**src/rtl/avalon_reg_pkg.sv**
```systemverilog
// Shared types and helpers for the Avalon-MM register slave.
package avalon_reg_pkg;

    typedef enum logic [1:0] {
        INIT  = 2'd0,
        READY = 2'd1,
        STALL = 2'd2
    } state_t;

    localparam int MAX_READ_LATENCY = 4;
    // byte_merge works on the widest supported word; callers zero-extend and truncate.
    localparam int MAX_DATA_WIDTH   = 256;
    localparam int MAX_BE_WIDTH     = MAX_DATA_WIDTH / 8;

    function automatic logic [MAX_DATA_WIDTH-1:0] byte_merge(
        input logic [MAX_DATA_WIDTH-1:0] old_w,
        input logic [MAX_DATA_WIDTH-1:0] new_w,
        input logic [MAX_BE_WIDTH-1:0]   be
    );
        logic [MAX_DATA_WIDTH-1:0] merged;
        merged = old_w;
        for (int b = 0; b < MAX_BE_WIDTH; b++) begin
            if (be[b]) merged[b*8 +: 8] = new_w[b*8 +: 8];
        end
        return merged;
    endfunction

endpackage

```
**src/rtl/avalon_rd_pipe.sv**
```systemverilog
// Read response pipeline: DEPTH-stage valid/data shift register with synchronous flush.
module avalon_rd_pipe
    import avalon_reg_pkg::*;
#(
    parameter int DEPTH = 2,
    parameter int WIDTH = 32
) (
    input  logic             clk_i,
    input  logic             rst_i,
    input  logic             in_valid_i,
    input  logic [WIDTH-1:0] in_data_i,
    output logic             out_valid_o,
    output logic [WIDTH-1:0] out_data_o
);

    localparam int STAGES = (DEPTH > MAX_READ_LATENCY) ? MAX_READ_LATENCY :
                            ((DEPTH < 1) ? 1 : DEPTH);

    logic [STAGES-1:0]            valid_q, valid_d;
    logic [STAGES-1:0][WIDTH-1:0] data_q,  data_d;

    // NOTE: combinational blocks use blocking '=' and assign every output first, so no latch is inferred.
    always_comb begin
        valid_d    = '0;
        data_d     = data_q;
        valid_d[0] = in_valid_i;
        if (in_valid_i) data_d[0] = in_data_i;
        for (int i = 1; i < STAGES; i++) begin
            valid_d[i] = valid_q[i-1];
            if (valid_q[i-1]) data_d[i] = data_q[i-1];
        end
    end

    // NOTE: sequential state uses non-blocking '<=' so every flop samples pre-edge values.
    always_ff @(posedge clk_i) begin
        if (rst_i) begin
            valid_q <= '0;
            data_q  <= '0;
        end else begin
            valid_q <= valid_d;
            data_q  <= data_d;
        end
    end

    // Stages only load on valid, so the last one holds the previous response between pulses.
    assign out_valid_o = valid_q[STAGES-1];
    assign out_data_o  = data_q[STAGES-1];

endmodule

```
**src/rtl/avalon_reg_slave.sv**
```systemverilog
// Avalon-MM register bank: byte-enabled writes, pipelined reads, write strobes, RO status regs.
// Define AVALON_REG_WAITSTATE_EN to insert one wait state before every accepted request.
module avalon_reg_slave
    import avalon_reg_pkg::*;
#(
    parameter int                    ADDR_WIDTH   = 14,
    parameter int                    DATA_WIDTH   = 32,
    parameter int                    NB_REGS      = 16,
    parameter int                    READ_LATENCY = 2,
    parameter logic [NB_REGS-1:0]    RO_MASK      = '0,
    parameter logic [DATA_WIDTH-1:0] RESET_VALUE  = '0
) (
    input  logic                          clk_i,
    input  logic                          rst_i,
    input  logic [ADDR_WIDTH-1:0]         address_i,
    input  logic [DATA_WIDTH/8-1:0]       byteenable_i,
    input  logic                          write_i,
    input  logic [DATA_WIDTH-1:0]         writedata_i,
    input  logic                          read_i,
    output logic                          readdatavalid_o,
    output logic [DATA_WIDTH-1:0]         readdata_o,
    output logic                          waitrequest_o,
    input  logic [NB_REGS*DATA_WIDTH-1:0] status_i,
    output logic [NB_REGS*DATA_WIDTH-1:0] reg_q_o,
    output logic [NB_REGS-1:0]            reg_wr_o
);

    localparam int IDX_W = (NB_REGS > 1) ? $clog2(NB_REGS) : 1;
    localparam int AW1   = ADDR_WIDTH + 1;
    localparam logic [ADDR_WIDTH:0] NB_REGS_A = AW1'(NB_REGS);

    function automatic logic [NB_REGS-1:0][DATA_WIDTH-1:0] reset_image();
        logic [NB_REGS-1:0][DATA_WIDTH-1:0] img;
        for (int i = 0; i < NB_REGS; i++) img[i] = RO_MASK[i] ? '0 : RESET_VALUE;
        return img;
    endfunction

    localparam logic [NB_REGS-1:0][DATA_WIDTH-1:0] REGS_RESET = reset_image();

    state_t                             state_q, state_d;
    logic [NB_REGS-1:0][DATA_WIDTH-1:0] regs_q, regs_d;
    logic [NB_REGS-1:0]                 reg_wr_q, reg_wr_d;
    logic                               req, accept, wr_accept, rd_accept, in_range;
    logic [IDX_W-1:0]                   idx;
    logic [DATA_WIDTH-1:0]              rd_word;

    assign req = read_i | write_i;
`ifdef AVALON_REG_WAITSTATE_EN
    assign waitrequest_o = (state_q == INIT) || ((state_q == READY) && req);
`else
    assign waitrequest_o = (state_q != READY);
`endif
    assign accept    = req & ~waitrequest_o;
    assign wr_accept = accept & write_i;
    // A simultaneous read+write is a protocol error: the write wins and the read is dropped.
    assign rd_accept = accept & read_i & ~write_i;
    assign in_range  = {1'b0, address_i} < NB_REGS_A;
    assign idx       = address_i[IDX_W-1:0];

    always_comb begin
        state_d = state_q;
        case (state_q)
            INIT:    state_d = READY;
            READY: begin
`ifdef AVALON_REG_WAITSTATE_EN
                if (req) state_d = STALL;
`endif
            end
            STALL:   state_d = READY;
            default: state_d = INIT;
        endcase
    end

    always_comb begin
        regs_d   = regs_q;
        reg_wr_d = '0;
        rd_word  = '0;
        for (int i = 0; i < NB_REGS; i++) begin
            if (in_range && (idx == IDX_W'(i))) begin
                rd_word = RO_MASK[i] ? status_i[i*DATA_WIDTH +: DATA_WIDTH] : regs_q[i];
                if (wr_accept) begin
                    reg_wr_d[i] = 1'b1;
                    if (!RO_MASK[i]) begin
                        regs_d[i] = DATA_WIDTH'(byte_merge(MAX_DATA_WIDTH'(regs_q[i]),
                                                           MAX_DATA_WIDTH'(writedata_i),
                                                           MAX_BE_WIDTH'(byteenable_i)));
                    end
                end
            end
        end
    end

    // NOTE: the register array is reset because its contents are architecturally visible after reset.
    always_ff @(posedge clk_i) begin
        if (rst_i) begin
            state_q  <= INIT;
            reg_wr_q <= '0;
            regs_q   <= REGS_RESET;
        end else begin
            state_q  <= state_d;
            reg_wr_q <= reg_wr_d;
            regs_q   <= regs_d;
        end
    end

    // RO slots never leave their zero reset image, so the bank maps straight onto reg_q_o.
    assign reg_q_o  = regs_q;
    assign reg_wr_o = reg_wr_q;

    avalon_rd_pipe #(
        .DEPTH (READ_LATENCY),
        .WIDTH (DATA_WIDTH)
    ) u_rd_pipe (
        .clk_i       (clk_i),
        .rst_i       (rst_i),
        .in_valid_i  (rd_accept),
        .in_data_i   (rd_word),
        .out_valid_o (readdatavalid_o),
        .out_data_o  (readdata_o)
    );

endmodule
```
**config.mk**
```make
export PLATFORM = sky130hd
export DESIGN_NAME = avalon_reg_slave
export DESIGN_NICKNAME = d
export VERILOG_FILES = /design/src/rtl/avalon_reg_pkg.sv /design/src/rtl/avalon_rd_pipe.sv /design/src/rtl/avalon_reg_slave.sv
export SDC_FILE = /design/constraint.sdc
export NUM_CORES = 1
export LEC_CHECK = 0
export CAP_MARGIN = 5
export CORE_AREA = 2 2 435 437
export CTS_CLUSTER_DIAMETER = 120
export DETAILED_ROUTE_END_ITERATION = 7
export DIE_AREA = 0 0 437 439
export PLACE_DENSITY_LB_ADDON = 0.05
export SLEW_MARGIN = 5
export SYNTH_ARGS = -nofsm -noshare
export SYNTH_HDL_FRONTEND = slang
export SYNTH_SLANG_ARGS = --single-unit
```
**constraint.sdc**
```tcl
create_clock -name clk_i -period 4.03 [get_ports clk_i]
set_input_delay 0.806 -clock clk_i [delete_from_list [all_inputs] [get_ports clk_i]]
set_output_delay 0.806 -clock clk_i [all_outputs]
set_load 0.005 [all_outputs]
```
Word-level counts from Yosys, hierarchy flattened

Cells that the tools add are included.

Magnitude comparators: 1
Equality and inequality tests: 18
Multiplexer cells: 18
Bitwise gates (word level): 23
Reductions and logical operators: 99

Operators with widths:

| cell                                                                          | number |
|---|---|
| 32-bit two-way mux                                                            | 16 |
| 3-bit AND reduction                                                           | 64 |
| 2-bit OR reduction                                                            | 17 |
| 4-bit == test, second input constant                                          | 8 |
| 1-bit NOT                                                                     | 18 |
| 4-bit by 3-bit == test with 1-bit output, second input constant               | 4 |
| 1-bit logical AND                                                             | 16 |
| 14-bit by 5-bit less-than comparator with 1-bit output, second input constant | 1 |
| 4-bit by 2-bit == test with 1-bit output, second input constant               | 2 |
| 1-bit AND                                                                     | 4 |
| 4-bit by 1-bit == test with 1-bit output, second input constant               | 1 |
| 4-bit logical NOT                                                             | 1 |
| 2-bit case mux with 2 select lines                                            | 1 |
| 2-bit by 1-bit == test with 1-bit output, second input constant               | 1 |
| 2-bit == test, second input constant                                          | 1 |
| 2-bit logical NOT                                                             | 1 |
| 2-bit by 1-bit != test with 1-bit output, second input constant               | 1 |
| 1-bit two-way mux                                                             | 1 |
| 1-bit bitwise OR                                                              | 1 |

Register bits after elaboration: 596
Input bits: 566

Longest topological paths before layout

Gate-level depths: netlist of run 1.

Depth after elaboration: 18
Mapped depth: 11
Depth with buffers taken out: 6

Cells and area by module

Synthesis of run 1 repeated with hierarchy kept, for this count alone.

Cell total of the unflattened synthesis: 3461
Area, all modules: 26639.3 um^2

Modules (own cells, without submodules):

| module           | instances | cells an instance | area an instance (um^2) |
|---|---|---|---|
| avalon_reg_slave | 1         | 3218              | 24009.3 |
| avalon_rd_pipe   | 1         | 243               | 2630.0 |

Least setup slack after synthesis of run 1

OpenSTA, ideal clock, no wires.

Path type: input to register
Start point: in address_i[10]
End point: reg regs_q, in the netlist reg_q_o[40]
Data arrival time: 2.431 ns
Required time: 3.898 ns
Setup slack: 1.467 ns
Stages: 8
Path buffers: 3
Cells stage by stage: or4_1 > buf_2 > nor3_4 > buf_4 > buf_2 > nand3_1 > nand2_1 > a21oi_1

Word-level cells in the longest chain between the ends: 3

Ends and longest elaborated chain:

| element                                                | RTL line                | source |
|---|---|---|
| start, declared                                        | avalon_reg_slave.sv:15  | `input logic [ADDR_WIDTH-1:0] address_i,` |
| 14-bit by 5-bit less-than comparator with 1-bit output | avalon_reg_slave.sv:57  | `assign in_range = {1'b0, address_i} < NB_REGS_A;` |
| 1-bit logical AND                                      | avalon_reg_slave.sv:79  | `if (in_range && (idx == IDX_W'(i))) begin` |
| 3-bit AND reduction (no line)                          | --                      |  |
| end signal, assigned                                   | avalon_reg_slave.sv:102 | `regs_q <= regs_d;` |
| end, declared                                          | avalon_reg_slave.sv:41  | `logic [NB_REGS-1:0][DATA_WIDTH-1:0] regs_q, regs_d;` |

Every way passes these cells.
A chain may end at the register's enable or synchronous reset.

Worst setup path after layout of run 1

Start point: in address_i[3]
End point: reg u_rd_pipe.data_q[28] in the netlist's numbering

Word-level cells in the longest chain between the ends: 18
Elaborated cells between the ends (all ways): 49
Those cells by class: order compare: 1; eq/ne: 15; mux: 16; reduce/logical: 17

Ends and longest elaborated chain:

| element                                                                                            | RTL line                                       | source |
|---|---|---|
| 14-bit by 5-bit less-than comparator with 1-bit output / 4-bit logical NOT (equally long branches) | avalon_reg_slave.sv:57, avalon_reg_slave.sv:79 |  |
| 1-bit logical AND                                                                                  | avalon_reg_slave.sv:79                         |  |
| 32-bit two-way mux (15 in series)                                                                  | avalon_reg_slave.sv:79                         |  |
| 32-bit two-way mux (*)                                                                             | avalon_reg_slave.sv:79                         |  |
| end signal, assigned                                                                               | avalon_rd_pipe.sv:41                           | `data_q <= data_d;` |
| end, declared                                                                                      | avalon_rd_pipe.sv:20                           | `logic [STAGES-1:0][WIDTH-1:0] data_q, data_d;` |

Every way passes the cells marked *; elsewhere a longest branch is shown, timed or not.

==> results of run 1 <==
## synthesized netlist by cell type (all sizes together), types with 4 or more instances
| library cell | number |
|---|---|
| dfxtp | 595 |
| a22oi | 12 |
| a2111oi | 5 |
| a31oi | 23 |
| a211oi | 21 |
| nand2 | 834 |
| inv | 5 |
| and2 | 18 |
| or2 | 7 |
| buf | 95 |
| a32oi | 20 |
| a311oi | 4 |
| o211ai | 5 |
| o22ai | 61 |
| clkinv | 4 |
| a22o | 21 |
| nor3 | 38 |
| nor4 | 5 |
| a21oi | 534 |
| o221ai | 23 |
| nor2 | 214 |
| mux2 | 8 |
| a222oi | 4 |
| nor2b | 11 |
| o2bb2ai | 8 |
| nand4 | 6 |
| clkbuf | 210 |
| o32ai | 8 |
| nand3 | 195 |
| and3 | 10 |
| o21ai | 91 |
| mux2i | 127 |
| o2111ai | 4 |
| mux4 | 29 |
| nand2b | 6 |
## power by group
group | total, µW | switching (µW) | internal [µW]
sequential | 5900 | 8.84 | 5890
combinational | 960 | 716 | 245
clock | 8070 | 3230 | 4850
## layout make-up
cell class                      instances  share of cell area, %
Sequential cell                       595                  30.22
Inverter                                9                0.08569
Tap cell                             2495                  7.918
Antenna cell                            5                0.03174
Clock inverter                         22                 0.7077
Multi-Input combinational cell       2385                  32.98
Clock buffer                          131                  6.662
Timing Repair Buffer                  867                  21.40
## sequential cells by signal, indices dropped and copies added, names as in the netlist
register,count
u_rd_pipe.out_data_o,32
reg_wr_o,16
u_rd_pipe.data_q,32
reg_q_o,512
state_q,1
u_rd_pipe.valid_q,2
## routing by layer
metal / GRT usage [%] / routed length, µm / vias up / share of wire [%]
met3: 4.304 / 11450 / 173 / 5.6
met2: 31.99 / 91060 / 832 / 45
met4: 7.586 / 7268 / 2 / 3.6
li1: - / - / 12800 / -
met5: 0 / 7 / - / 0.0035
met1: 27.27 / 92900 / 13860 / 46
## through the flow
stage | instance area, µm² | setup WS, ns | setup TNS, ns
final | 39420 | 0.4161 | 0
after global routing | 39420 | 0.5009 | 0
after CTS | 39410 | 0.5496 | 0
after detailed placement | 36510 | -0.2140 | -0.2140
after global placement | 36510 | -0.2442 | -0.2442
after floorplan | 26300 | 1.467 | 0
## worst max-delay path, stage by stage
cell and delay, ns:
clkdlybuf4s50_1 0.78, buf_4 0.23, clkinv_1 0.15, nand2_1 0.59, o22ai_1 0.17, a2111oi_0 0.81
buf_4 0.22, o22ai_1 0.24, o21ai_0 0.22
## worst paths after layout
kind	end	slack [ns]	cells after the start
setup / recovery	u_rd_pipe.data_q[28]	0.42	9
hold / removal	reg_q_o[46]	0.47	2
setup reg to reg	u_rd_pipe.data_q[8]	1.45	7
hold reg to reg	reg_q_o[46]	0.47	2
## cells in the final DEF, fill, tap and decap left out, drive strengths merged, types with 10 or more instances in the layout
| cell | synthesis | final |
|---|---|---|
| a211oi | 21 | 21 |
| a21oi | 534 | 534 |
| a22o | 21 | 21 |
| a22oi | 12 | 12 |
| a31oi | 23 | 23 |
| a32oi | 20 | 20 |
| and2 | 18 | 18 |
| and3 | 10 | 10 |
| buf | 95 | 256 |
| clkbuf | 210 | 131 |
| clkdlybuf4s50 | 0 | 611 |
| clkinv | 4 | 18 |
| dfxtp | 595 | 595 |
| mux2i | 127 | 127 |
| mux4 | 29 | 29 |
| nand2 | 834 | 834 |
| nand3 | 195 | 195 |
| nor2 | 214 | 214 |
| nor2b | 11 | 11 |
| nor3 | 38 | 38 |
| o21ai | 91 | 91 |
| o221ai | 23 | 23 |
| o22ai | 61 | 61 |
## kinds of logic after synthesis
group           after synthesis  synth area share, %
simple gates               1358                22.57
compound gates              863                18.87
flops                       595                45.29
buf+inv                     314                5.618
mux                         164                7.659
==> summary.md, run 1 <==
| Metric | Value |
|---|---|
| Outcome | completed |
| Synth area leader | dfxtp_1 |
| Critical Path Start | address_i[3] |
| Synth top area share | a little under half |
| Post-synth top flop | dfxtp_1 |
| Die Wd | about 440 µm |
| TritonCTS clock tree | done |
| Shortest period the worst path allows | around 3.6 ns |
| Clk_lat worst skew | just over 0.7 ns |
| Overflow after GRT | 0 |
| 1st-pass router iterations | 5 |
| Synth area leaders | dfxtp_1 45%, nand2_1 12%, a21oi_1 10% |
| Unrepaired setup endpoints after global routing | no |
| Initial core utilization | 14.07% |
| Area growth, synth to finish | 49.89% |
| Remaining DRCs | 0 |
| Fillers | between 20,000 and 25,000 |
| Worst hold slack | around 0.47 ns |
| Via-to-Cell Ratio | 4.250 |
| Final #Nets | 4,510 |
| Hold Startpoint | reg_q_o[46] |
| Post-synthesis sequential element count | 595 |
| I/O Buffers | 615 |
| Worst R2R Start | state_q[0] |
| P per Cell Area | ~380 nW/µm² |
| Post-CTS Hold Fix Bufs | 0 |
| CP Max Fanout | 6 |
| Max Root-Sink Buffers | 3 |
| Root Driver | clkbuf_16 |
| Worst Path Arrival | between 4 and 5 ns |
| Leak | between 0.01 and 0.015 µW |
| Seq/Total Area, Yosys | between 40% and 50% |
| Kind of start point of the critical path | primary input |
| Initial antenna violation count | 14 |
| Total Routing Usage GR | 20.37% |
| Post-Synthesis Cells | ~3,300 |
| Hold Path Class | reg2reg |
| Share of post-route cells with drive strength above 1 | between 10% and 20% |
| Final wirelength | roughly 200,000 µm |
| Warnings, synthesis | 0 |
| Die area | 191,800 µm² |
| Syn_area_per_cell | roughly 8 µm² |
| Required time of the critical path | roughly 4.7 ns |
| Maxcap violations | 0 |
| Post-Place Cells | ~6,400 |
| Post-synth EDFFs | 0 |
| Clock Skews | around 0.028 ns |
| Final design utilization | a little over a fifth |
| Postcts setup bufs | 0 |
| Tot Pwr | between 10,000 and 15,000 µW |
| Synth Cell Area | between 20,000 and 30,000 µm² |
| Setup crit end kind | flop |
| Vias in the first global route | about 27,000 |
| Post-detail-place hpwl | 156,000 µm |
| Placeable Area | roughly 190,000 µm² |
| Post-CTS resize count | 0 |
| Pin count of the biggest net entering global routing | 166 |
| Post-Layout Cell Count | approximately 6,500 |
| H-Tree Depth | 3 |
| Drt wl/cell | ~31 µm |
| CTS sink count | between 500 and 600 |
| Final Hold Fails | 0 |
| FF/Latch Area | 11,910 µm² |
| Worst-path clk slew | 0.06 ns |
| Row count | around 160 |
| Slew headroom | between 10% and 20% |
| IO Count | between 1,000 and 1,500 |
| TritonCTS Buffers | between 80 and 90 |
| CP Class | in2reg |
| Slew of the pin with the lowest slew margin | around 1.3 ns |
| Detail Route Antenna Nets | 0 |
| Gpl congestion | 0.8167 |
| Multi-input gate area | roughly 13,000 µm² |
| Final critical-path share of the clock period | 89.67% |
| Syn nets | ~3,900 |
| Max Clk Rate | ~280 MHz |
| Peak supply drop | between 0.2 and 0.3 mV |
| Final setup viols | 0 |
| Die H | 439 µm |
| Asr flop ratio synth | 0% |
| Initial DRC count | 2,157 |
| First-pass GRT wire length | approximately 270,000 µm |
| Via count | between 20,000 and 30,000 |
| Slew Limit Fails | 0 |
| Netlist cell types | 69 |
No activity file was read; power rests on OpenSTA's default activity.
==> inputs of run 2 (changes only) <==
Settings changed: CTS_CLUSTER_SIZE from default to 14, DONT_BUFFER_PORTS from default to 1, SKIP_CTS_REPAIR_TIMING from default to 1.
==> run 2 against run 1 <==
Net effect: core utilization down 4.6 points; routed wire length down 0.54%; flip-flop and latch count unchanged; non-clock buffer count down 712; clock skew down 0.0045 ns; global-route usage down 0.14 points; via count down 11%; total power down 21%.
==> summary.md, run 2 (same netlist as run 1, synthesis figures left out) <==
| Metric | Value |
|---|---|
| Reg2reg path depth | 6 |
| Slew Limit Fails | 0 |
| Worst-path clk slew | roughly 0.070 ns |
| Placeable Area | between 150,000 and 200,000 µm² |
| TritonCTS Buffers | 52 |
| Vias in the first global route | around 24,000 |
| CTS sink count | 595 |
| Worst setup path end | u_rd_pipe.data_q[5] |
| Final setup viols | 0 |
| Outcome | completed |
| Die area | 191,800 µm² |
| Via-to-Cell Ratio | approximately 4.3 |
| Gpl congestion | ~0.8 |
| Final Hold Fails | 0 |
| Unrepaired setup endpoints after global routing | no |
| I/O Buffers | 0 |
| CP max-delay cell | a21oi_1 |
| Largest delay share family, worst path | compound AO/OA/AOI/OAI gates |
| Remaining DRCs | 0 |
| CP Class | in2reg |
| WP depth | 6 |
| Post-detail-place hpwl | about 150,000 µm |
| Final wirelength | a little over 200,000 µm |
| CP Max Fanout | 130 |
| Hold Path Class | in2reg |
| Fillers | between 20,000 and 25,000 |
| Initial core utilization | ~14% |
| Die H | around 440 µm |
| R2r setup slk | about 1.4 ns |
| Slew headroom | under 10% |
| Multi-input gate area | 13,000 µm² |
| Share of post-route cells with drive strength above 1 | between 10 and 15% |
| FF/Latch Area | 11,910 µm² |
| Shortest period the worst path allows | roughly 3.0 ns |
| Max Clk Rate | roughly 330 MHz |
| Overflow after GRT | 0 |
| Maxcap violations | 0 |
| Pin count of the biggest net entering global routing | approximately 560 |
| Die Wd | between 400 and 500 µm |
| Area growth, synth to finish | 17.30% |
| Slew of the pin with the lowest slew margin | about 1.4 ns |
| Detail Route Antenna Nets | 0 |
| Setup_tns | 0 ns |
| 1st-pass router iterations | 7 |
| RR Endpoint | reg_q_o[144] |
| Clk_lat worst skew | around 0.7 ns |
| Total Routing Usage GR | between 20% and 30% |
| Initial antenna violation count | 14 |
| Required time of the critical path | 4.58 ns |
| Number of flip-flops in the largest register | between 500 and 600 |
| Row count | approximately 160 |
| Root Driver | clkbuf_16 |
| Kind of start point of the critical path | primary input |
| Crit path top cell by count | o21ai_0 |
| Max Root-Sink Buffers | 3 |
| CP bufs+invs | 1 |
| Slowest stage delay, CP | roughly 0.74 ns |
| Commonest non-fill, non-tap cell in the layout | nand2_1 |
| TritonCTS clock tree | done |
| Via count | about 25,000 |
| Setup crit end kind | flop |
| Final critical-path share of the clock period | ~75% |
| IO Count | roughly 1,100 |
| Critical Path Start | address_i[1] |
| Final #Nets | 3,764 |
| Drt wl/cell | 35.29 µm |
| Area after DPL | a little under 30,000 µm² |
| Leak | 0.009129 µW |
| Peak supply drop | between 0.3 and 0.4 mV |
| Worst R2R Start | state_q[0] |
| Initial DRC count | slightly below 2,000 |
| Post-Layout Inst Area | around 31,000 µm² |
| Clock Skews | 0.02321 ns |
| H-Tree Depth | 2 |
| Worst Path Arrival | between 3 and 4 ns |
| P per Cell Area | approximately 380 nW/µm² |
| Cells along the critical path | or2_2 -> buf_4 -> o21ai_0 -> o22ai_1 -> a21oi_1 -> o21ai_0 |
| Most frequent cells in the layout | 828 x nand2_1, 594 x dfxtp_1, 534 x a21oi_1 |
| First-pass GRT wire length | 261,800 µm |
run 2: cell types whose count changed in the layout (fill, tap and decap cells not counted), sizes merged:
cell | previous run | this run
diode | 5 | 4
clkinv | 18 | 8
clkbuf | 131 | 60
clkinvlp | 0 | 1
bufinv | 6 | 3
clkdlybuf4s50 | 611 | 0
buf | 256 | 155
run 2: metrics by stage:
stage          util [%]  instances  setup slack (ns)  power, µW  hold WS [ns]
3_5_place_dp      15.68       5639            0.4722       6517        0.4741
4_1_cts           16.49       5709             1.229      12030        0.1882
5_1_grt           16.49       5710             1.050      12200        0.2023
3_3_place_gp      15.68       5639            0.4631       6519        0.4699
6_report          16.50       5713             1.002      11760        0.2424
2_1_floorplan         -       3294             1.467       6445        0.4357
run 2: report_power, final:
| part | internal (µW) | switching [µW] | leakage (µW) |
|---|---|---|---|
| combinational | 147 | 342 | 0.00359 |
| clock | 2600 | 2780 | 0.000745 |
| sequential | 5880 | 9.06 | 0.00479 |
| total | 8620 | 3130 | 0.00913 |
run 2: cell type report:
cell class	instances	area share, %
multi-input combinational	2385	42.14
sequential	595	38.61
tap	2495	10.12
clock buffer	60	4.449
timing repair buffer	155	4.055
clock inverter	10	0.4826
inverter	9	0.1095
antenna	4	0.03244
run 2: worst min-delay path by stage:
stage               slack, ns                      end  cells after the start                  from
finish                   0.24             reg_q_o[357]                      2        writedata_i[5]
detailed placement       0.47     u_rd_pipe.data_q[31]                      2  u_rd_pipe.data_q[31]
CTS                      0.19              reg_q_o[68]                      2        writedata_i[4]
floorplan                0.44     u_rd_pipe.data_q[10]                      2  u_rd_pipe.data_q[10]
global placement         0.47     u_rd_pipe.data_q[31]                      2  u_rd_pipe.data_q[31]
global route             0.20  u_rd_pipe.out_data_o[2]                      1                 rst_i
run 2: per-layer routing:
metal / global-route usage [%] / up-vias / wire length [µm]
li1: - / 11280 / -
met1: 26.00 / 12640 / 88610
met2: 32.92 / 711 / 93210
met3: 6.227 / 132 / 14830
met4: 4.755 / 2 / 4923
met5: 0 / - / 14
